--- src/rtl/alu_issue.sv ---
// rtl/alu_issue.sv - RV64IM ALU-class decode/issue stage with a single registered output slot
module alu_issue #(
  parameter int XLEN = 64
) (
  input  logic            clk,
  input  logic            rst_n,
  input  logic            in_valid,
  output logic            in_ready,
  input  logic [31:0]     inst,
  input  logic [XLEN-1:0] pc,
  input  logic [XLEN-1:0] rs1_val,
  input  logic [XLEN-1:0] rs2_val,
  output logic            out_valid,
  input  logic            out_ready,
  output logic [XLEN-1:0] alu_a,
  output logic [XLEN-1:0] alu_b,
  output logic [4:0]      alu_sel,
  output logic [4:0]      rd,
  output logic            illegal
);

  // Major opcodes handled here; everything else is reported as illegal.
  localparam logic [6:0] OPC_OP        = 7'b0110011;
  localparam logic [6:0] OPC_OP_IMM    = 7'b0010011;
  localparam logic [6:0] OPC_OP_32     = 7'b0111011;
  localparam logic [6:0] OPC_OP_IMM_32 = 7'b0011011;
  localparam logic [6:0] OPC_LUI       = 7'b0110111;
  localparam logic [6:0] OPC_AUIPC     = 7'b0010111;

  // ALU select codes understood by the downstream ALU.
  localparam logic [4:0] SEL_ADD   = 5'd0;
  localparam logic [4:0] SEL_SUB   = 5'd1;
  localparam logic [4:0] SEL_MUL   = 5'd2;
  localparam logic [4:0] SEL_DIV   = 5'd3;
  localparam logic [4:0] SEL_DIVU  = 5'd4;
  localparam logic [4:0] SEL_REM   = 5'd5;
  localparam logic [4:0] SEL_REMU  = 5'd6;
  localparam logic [4:0] SEL_AND   = 5'd7;
  localparam logic [4:0] SEL_OR    = 5'd8;
  localparam logic [4:0] SEL_XOR   = 5'd9;
  localparam logic [4:0] SEL_LTU   = 5'd11;
  localparam logic [4:0] SEL_LT    = 5'd15;
  localparam logic [4:0] SEL_SLL   = 5'd16;
  localparam logic [4:0] SEL_SRA   = 5'd17;
  localparam logic [4:0] SEL_SRL   = 5'd18;
  localparam logic [4:0] SEL_ADDW  = 5'd19;
  localparam logic [4:0] SEL_SUBW  = 5'd20;
  localparam logic [4:0] SEL_SLLW  = 5'd21;
  localparam logic [4:0] SEL_SRAW  = 5'd22;
  localparam logic [4:0] SEL_SRLW  = 5'd23;
  localparam logic [4:0] SEL_MULW  = 5'd24;
  localparam logic [4:0] SEL_DIVW  = 5'd25;
  localparam logic [4:0] SEL_DIVUW = 5'd26;
  localparam logic [4:0] SEL_REMW  = 5'd27;
  localparam logic [4:0] SEL_REMUW = 5'd28;

  typedef enum logic [1:0] {
    A_RS1,
    A_ZERO,
    A_PC
  } a_src_e;

  typedef enum logic [2:0] {
    B_RS2,
    B_IMM_I,
    B_SHAMT6,
    B_SHAMT5,
    B_IMM_U
  } b_src_e;

  // Instruction fields
  logic [6:0] opcode;
  logic [2:0] funct3;
  logic [6:0] funct7;
  logic [5:0] funct6;

  assign opcode = inst[6:0];
  assign funct3 = inst[14:12];
  assign funct7 = inst[31:25];
  assign funct6 = inst[31:26];

  // Immediate forms
  logic [XLEN-1:0] imm_i;
  logic [XLEN-1:0] imm_u;
  logic [XLEN-1:0] shamt6;
  logic [XLEN-1:0] shamt5;

  assign imm_i  = {{(XLEN-12){inst[31]}}, inst[31:20]};
  assign imm_u  = {{(XLEN-32){inst[31]}}, inst[31:12], 12'b0};
  assign shamt6 = {{(XLEN-6){1'b0}}, inst[25:20]};
  assign shamt5 = {{(XLEN-5){1'b0}}, inst[24:20]};

  // Decode results
  logic            dec_legal;
  logic [4:0]      dec_sel_raw;
  a_src_e          a_src;
  b_src_e          b_src;
  logic [XLEN-1:0] a_raw;
  logic [XLEN-1:0] b_raw;
  logic [XLEN-1:0] dec_a;
  logic [XLEN-1:0] dec_b;
  logic [4:0]      dec_sel;

  // Classify the instruction: legality, ALU select and operand sources.
  always_comb begin
    dec_legal   = 1'b0;
    dec_sel_raw = SEL_ADD;
    a_src       = A_RS1;
    b_src       = B_RS2;
    case (opcode)
      OPC_OP: begin
        case (funct7)
          7'b0000000: begin
            dec_legal = 1'b1;
            case (funct3)
              3'd0:    dec_sel_raw = SEL_ADD;
              3'd1:    dec_sel_raw = SEL_SLL;
              3'd2:    dec_sel_raw = SEL_LT;
              3'd3:    dec_sel_raw = SEL_LTU;
              3'd4:    dec_sel_raw = SEL_XOR;
              3'd5:    dec_sel_raw = SEL_SRL;
              3'd6:    dec_sel_raw = SEL_OR;
              default: dec_sel_raw = SEL_AND;
            endcase
          end
          7'b0100000: begin
            case (funct3)
              3'd0: begin dec_legal = 1'b1; dec_sel_raw = SEL_SUB; end
              3'd5: begin dec_legal = 1'b1; dec_sel_raw = SEL_SRA; end
              default: ;
            endcase
          end
          7'b0000001: begin
            // mulh/mulhsu/mulhu (funct3 1..3) are not supported by this ALU
            case (funct3)
              3'd0: begin dec_legal = 1'b1; dec_sel_raw = SEL_MUL;  end
              3'd4: begin dec_legal = 1'b1; dec_sel_raw = SEL_DIV;  end
              3'd5: begin dec_legal = 1'b1; dec_sel_raw = SEL_DIVU; end
              3'd6: begin dec_legal = 1'b1; dec_sel_raw = SEL_REM;  end
              3'd7: begin dec_legal = 1'b1; dec_sel_raw = SEL_REMU; end
              default: ;
            endcase
          end
          default: ;
        endcase
      end
      OPC_OP_IMM: begin
        b_src = B_IMM_I;
        case (funct3)
          3'd0: begin dec_legal = 1'b1; dec_sel_raw = SEL_ADD; end
          3'd2: begin dec_legal = 1'b1; dec_sel_raw = SEL_LT;  end
          3'd3: begin dec_legal = 1'b1; dec_sel_raw = SEL_LTU; end
          3'd4: begin dec_legal = 1'b1; dec_sel_raw = SEL_XOR; end
          3'd6: begin dec_legal = 1'b1; dec_sel_raw = SEL_OR;  end
          3'd7: begin dec_legal = 1'b1; dec_sel_raw = SEL_AND; end
          3'd1: begin
            b_src = B_SHAMT6;
            if (funct6 == 6'b000000) begin
              dec_legal   = 1'b1;
              dec_sel_raw = SEL_SLL;
            end
          end
          default: begin
            b_src = B_SHAMT6;
            if (funct6 == 6'b000000) begin
              dec_legal   = 1'b1;
              dec_sel_raw = SEL_SRL;
            end else if (funct6 == 6'b010000) begin
              dec_legal   = 1'b1;
              dec_sel_raw = SEL_SRA;
            end
          end
        endcase
      end
      OPC_OP_32: begin
        case ({funct7, funct3})
          {7'b0000000, 3'd0}: begin dec_legal = 1'b1; dec_sel_raw = SEL_ADDW;  end
          {7'b0000000, 3'd1}: begin dec_legal = 1'b1; dec_sel_raw = SEL_SLLW;  end
          {7'b0000000, 3'd5}: begin dec_legal = 1'b1; dec_sel_raw = SEL_SRLW;  end
          {7'b0100000, 3'd0}: begin dec_legal = 1'b1; dec_sel_raw = SEL_SUBW;  end
          {7'b0100000, 3'd5}: begin dec_legal = 1'b1; dec_sel_raw = SEL_SRAW;  end
          {7'b0000001, 3'd0}: begin dec_legal = 1'b1; dec_sel_raw = SEL_MULW;  end
          {7'b0000001, 3'd4}: begin dec_legal = 1'b1; dec_sel_raw = SEL_DIVW;  end
          {7'b0000001, 3'd5}: begin dec_legal = 1'b1; dec_sel_raw = SEL_DIVUW; end
          {7'b0000001, 3'd6}: begin dec_legal = 1'b1; dec_sel_raw = SEL_REMW;  end
          {7'b0000001, 3'd7}: begin dec_legal = 1'b1; dec_sel_raw = SEL_REMUW; end
          default: ;
        endcase
      end
      OPC_OP_IMM_32: begin
        // Word shifts only have a 5-bit shamt, so inst[25] must be clear
        case (funct3)
          3'd0: begin
            b_src       = B_IMM_I;
            dec_legal   = 1'b1;
            dec_sel_raw = SEL_ADDW;
          end
          3'd1: begin
            b_src = B_SHAMT5;
            if (funct7 == 7'b0000000) begin
              dec_legal   = 1'b1;
              dec_sel_raw = SEL_SLLW;
            end
          end
          3'd5: begin
            b_src = B_SHAMT5;
            if (funct7 == 7'b0000000) begin
              dec_legal   = 1'b1;
              dec_sel_raw = SEL_SRLW;
            end else if (funct7 == 7'b0100000) begin
              dec_legal   = 1'b1;
              dec_sel_raw = SEL_SRAW;
            end
          end
          default: ;
        endcase
      end
      OPC_LUI: begin
        dec_legal   = 1'b1;
        dec_sel_raw = SEL_ADD;
        a_src       = A_ZERO;
        b_src       = B_IMM_U;
      end
      OPC_AUIPC: begin
        dec_legal   = 1'b1;
        dec_sel_raw = SEL_ADD;
        a_src       = A_PC;
        b_src       = B_IMM_U;
      end
      default: ;
    endcase
  end

  // Operand muxing; illegal instructions present zeroed operands and select.
  always_comb begin
    a_raw = rs1_val;
    b_raw = rs2_val;
    case (a_src)
      A_ZERO:  a_raw = '0;
      A_PC:    a_raw = pc;
      default: a_raw = rs1_val;
    endcase
    case (b_src)
      B_IMM_I:  b_raw = imm_i;
      B_SHAMT6: b_raw = shamt6;
      B_SHAMT5: b_raw = shamt5;
      B_IMM_U:  b_raw = imm_u;
      default:  b_raw = rs2_val;
    endcase
    dec_a   = dec_legal ? a_raw : '0;
    dec_b   = dec_legal ? b_raw : '0;
    dec_sel = dec_legal ? dec_sel_raw : 5'd0;
  end

  // Output slot registers
  logic            out_valid_q, out_valid_d;
  logic [XLEN-1:0] alu_a_q, alu_a_d;
  logic [XLEN-1:0] alu_b_q, alu_b_d;
  logic [4:0]      alu_sel_q, alu_sel_d;
  logic [4:0]      rd_q, rd_d;
  logic            illegal_q, illegal_d;
  logic            load;

  assign in_ready = !out_valid_q || out_ready;
  assign load     = in_valid && in_ready;

  // Next-state for the slot: load on accept, drain on consume, otherwise hold.
  always_comb begin
    out_valid_d = out_valid_q;
    alu_a_d     = alu_a_q;
    alu_b_d     = alu_b_q;
    alu_sel_d   = alu_sel_q;
    rd_d        = rd_q;
    illegal_d   = illegal_q;
    if (load) begin
      out_valid_d = 1'b1;
      alu_a_d     = dec_a;
      alu_b_d     = dec_b;
      alu_sel_d   = dec_sel;
      rd_d        = inst[11:7];
      illegal_d   = !dec_legal;
    end else if (out_ready) begin
      out_valid_d = 1'b0;
    end
  end

  // Slot state register; reset discards any held op.
  always_ff @(posedge clk or negedge rst_n) begin
    if (!rst_n) begin
      out_valid_q <= 1'b0;
      alu_a_q     <= '0;
      alu_b_q     <= '0;
      alu_sel_q   <= 5'd0;
      rd_q        <= 5'd0;
      illegal_q   <= 1'b0;
    end else begin
      out_valid_q <= out_valid_d;
      alu_a_q     <= alu_a_d;
      alu_b_q     <= alu_b_d;
      alu_sel_q   <= alu_sel_d;
      rd_q        <= rd_d;
      illegal_q   <= illegal_d;
    end
  end

  assign out_valid = out_valid_q;
  assign alu_a     = alu_a_q;
  assign alu_b     = alu_b_q;
  assign alu_sel   = alu_sel_q;
  assign rd        = rd_q;
  assign illegal   = illegal_q;

endmodule

--- config.mk ---
export PLATFORM = sky130hd
export DESIGN_NAME = alu_issue
export DESIGN_NICKNAME = d
export VERILOG_FILES = /design/src/rtl/alu_issue.sv
export SDC_FILE = /design/constraint.sdc
export NUM_CORES = 1
export LEC_CHECK = 0
export BUFFER_PORTS_ARGS = -buffer_cell sky130_fd_sc_hd__buf_2
export CORE_AREA = 3 3 144 146
export DETAILED_ROUTE_END_ITERATION = 6
export DIE_AREA = 0 0 147 149
export PLACE_DENSITY = 0.67
export SYNTH_ARGS = -nofsm -noshare
export SYNTH_HDL_FRONTEND = slang
export SYNTH_SLANG_ARGS = --single-unit
--- constraint.sdc ---
create_clock -name clk -period 2.7 [get_ports clk]
set_input_delay 0.135 -clock clk [delete_from_list [all_inputs] [get_ports clk]]
set_output_delay 0.135 -clock clk [all_outputs]
set_load 0.02 [all_outputs]
==> impl_metrics.tcl <==
set metrics [dict create \
    top_level_ports 369 \
    maxCapViolCount 0 \
    drive_gt1_share_pct 37.59 \
    postSynthCellCount 800 \
    clock_latency_ns 0.42 \
    p_leak_nw 5.493 \
    pre_cts_slack_ns 0.1864 \
    irDropWorstVdd_mv 0.3624 \
    max_freq_mhz 405.7 \
    pwr-share-clk_pct 44.6 \
    synth_edf_count 0 \
    period_minus_slack_ns 2.465 \
    synth_area_sq_mm 0.007114 \
    grt_pass1_wl_microns 41280 \
    fillers 1786 \
    criticalPathCategory "in -> reg" \
    avgSynthCellArea_sq_um 8.893 \
    area_delta_synth_final_pct 49.51 \
    coreArea_sq_mm 0.01953 \
    cts_buffer_depth 2 \
    routedWlPerCell_microns 17.81 \
    ys.warnings.count 0 \
    ys_seq_elements 140 \
    vias 7694 \
    final_cell_mix "buf_2 (367), nand2_1 (158), dfrtp_1 (140)" \
    crit_path_start_kind "input pin" \
    r2r_setup_slack_ns 0.62 \
    worst_hold_startpoint "rs2_val[44]" \
    required_ns 2.99 \
    placementRows 51 \
    synth_cell_type_count 53 \
    dpl.hpwl_microns 18590 \
    clk_pin_slew_ns 0.07 \
    cts_tree "built" \
    grt.total_usage_pct 23.66 \
    setup_viol 0 \
    timing.rr.end "alu_a[12]" \
    worstHoldEndpoint "alu_b[44]" \
    switching_share_pct 28.28 \
    netlist.top_cell.by_area "dfrtp_1" \
    ant_nets 0 \
    hold_viol 0 \
    power_switching_mw 1.454 \
    grt_pass1_vias 7609 \
    regArea_sq_mm 0.003503 \
    drtIter0Drc 444 \
    drt-total-wl_microns 26750 \
    ys.flop_type "dfrtp_1" \
    cts_setup_buffers 0 \
    intPower_mw 3.688 \
    final_common_cell "buf_2" \
    worst_pin_slew_ns 0.6580 \
    reg2reg_from "out_valid" \
    die-area_sq_mm 0.02190 \
    antenna_found_initial 3 \
    portBuffers 368 \
    end_kind "register" \
    place_congestion 0.9025 \
    period_share_pct 91.29 \
    hold_class "in -> reg" \
    timing.final.ws_setup_ns 0.2352 \
    cts.sinks 140 \
    synth.area.top_cells "dfrtp_1 (49%), nand2_1 (8.4%), o21ai_0 (7.7%)" \
    finClkSkew_ns 0.009720 \
    die_w_microns 147 \
    multi_input_area_sq_mm 0.003292 \
    grt_max_degree 69 \
    antenna_cells 0 \
    drt_pass1_iterations 5 \
    critPathMaxFanout 20 \
    fin_setup_tns_ns 0 \
    grt_overflow_total 0 \
    worstPathArrival_ns 2.76 \
    numCtsBuffers 17 \
    slew_violations 0 \
    die_h_microns 149 \
    rsz0062_at_grt "false" \
    drc 0 \
    seq_area_frac_synth_pct 49.24 \
    synth_fp_nets 1030 \
    ys_async_sr_fraction_pct 100.0 \
    relSlewSlack_pct 56.14 \
    fin_nets 1454 \
    cts_root_buffer "clkbuf_16" \
    avgViaCountPerCell 5.123 \
    combPwrFrac_pct 13.8 \
    yosys.area.top_type_share_pct 49.24 \
    status "finished clean" \
    hold_path_depth 3 \
    power_density_mw_per_mm2 483.4 \
    power_frac_seq_pct 41.7 \
    h-tree-depth 4 \
    start_util_pct 36.43 \
    reg2reg_depth 5 \
]
## kinds of logic (layout without fill, tap and decap cells)
logic type                 count (synthesis)  in the layout  synth area share [%]
and+or+nand+nor                          280            280                 19.10
adders and majority gates                  3              3                0.4924
AOI/OAI and AO/OA                        305            305                 26.06
buffers and inverters                     71            508                 4.713
xor gates and xnor gates                   1              1                0.3870
DFF                                      140            140                 49.24
## power by group through the flow
stage               clock network [mW]  logic (mW)  registers, mW
floorplan                            0       0.239           2.22
global placement                     0       0.605           2.18
detailed placement                   0       0.609           2.18
CTS                               2.35       0.708           2.14
global route                      2.46       0.775           2.15
finish                            2.29       0.708           2.14
## synth_stat cells (2+ instances only)
cell type / number
nand2_1: 159
dfrtp_1: 140
o21ai_0: 110
a21oi_1: 108
nor2b_1: 65
clkbuf_1: 47
o21ai_2: 26
a221oi_1: 20
nor2_1: 14
a22oi_1: 13
buf_2: 10
nand2b_1: 8
buf_6: 7
nor3_1: 6
a31oi_1: 4
inv_1: 4
nand4_1: 4
nor4_1: 4
o21ai_1: 4
and2_1: 3
and3_1: 3
nand3_1: 3
o211ai_1: 3
a211o_1: 2
buf_1: 2
ha_1: 2
o211ai_2: 2
or4_1: 2
## metal layers
| layer | vias up | routed length, microns | track usage [%] |
|---|---|---|---|
| met5 | - | 41 | 0 |
| li1 | 3641 | - | - |
| met4 | 6 | 561 | 6.757 |
| met1 | 3672 | 10670 | 29.02 |
| met2 | 338 | 13390 | 40.88 |
| met3 | 37 | 2082 | 6.746 |
## area by class of cell
type	count	area share, %
sequential	140	32.94
multi-input combinational	589	30.95
timing repair buffer	472	27.51
clock buffer	17	4.000
tap	265	3.117
clock inverter	15	1.341
inverter	4	0.1412
## sequential cells by signal, indices dropped and copies added (netlist names)
signal / flops
alu_a: 64
alu_b: 64
alu_sel: 5
illegal: 1
out_valid: 1
rd: 5
## how the worst max path moves through the flow
| stage | to | slack (ns) | startpoint | cells after the start |
|---|---|---|---|---|
| global route | alu_b[15] | 0.03 | inst[6] | 11 |
| global placement | alu_b[30] | 0.23 | inst[6] | 10 |
| CTS | alu_b[17] | 0.15 | inst[6] | 11 |
| floorplan | alu_b[12] | 0.28 | inst[6] | 12 |
| detailed placement | alu_b[20] | 0.19 | inst[6] | 10 |
| finish | alu_b[17] | 0.24 | inst[6] | 11 |
## worst max-delay path, cell delays in order
cell	delay, ns
buf_2	0.09
nand4b_2	0.25
nor3b_1	0.29
nand2_1	0.13
ha_2	0.29
nand2_1	0.10
and3b_1	0.24
and2_2	0.34
a221oi_1	0.23
dlygate4sd3_1	0.61
o21ai_2	0.05
## what timing repair did
item / CTS / global route
setup endpoints to repair: 0 / 3
resized for setup: 0 / 1
hold buffers: 84 / 0
hold endpoints to repair: 145 / 0
## metrics by stage
step | util (%) | std cells | total power [mW] | hold slack (ns) | area [sq um]
after CTS | 54.47 | 1502 | 5.205 | 0.001535 | 10640
after global placement | 47.25 | 1386 | 2.787 | 0.1952 | 9226
after detailed placement | 47.25 | 1386 | 2.792 | 0.1968 | 9226
after floorplan | - | 800 | 2.462 | -0.1606 | 7114
final | 54.47 | 1502 | 5.142 | 0.01381 | 10640
after global routing | 54.47 | 1502 | 5.378 | 0.01469 | 10640
Note: power is estimated with default switching activity, not from simulation.
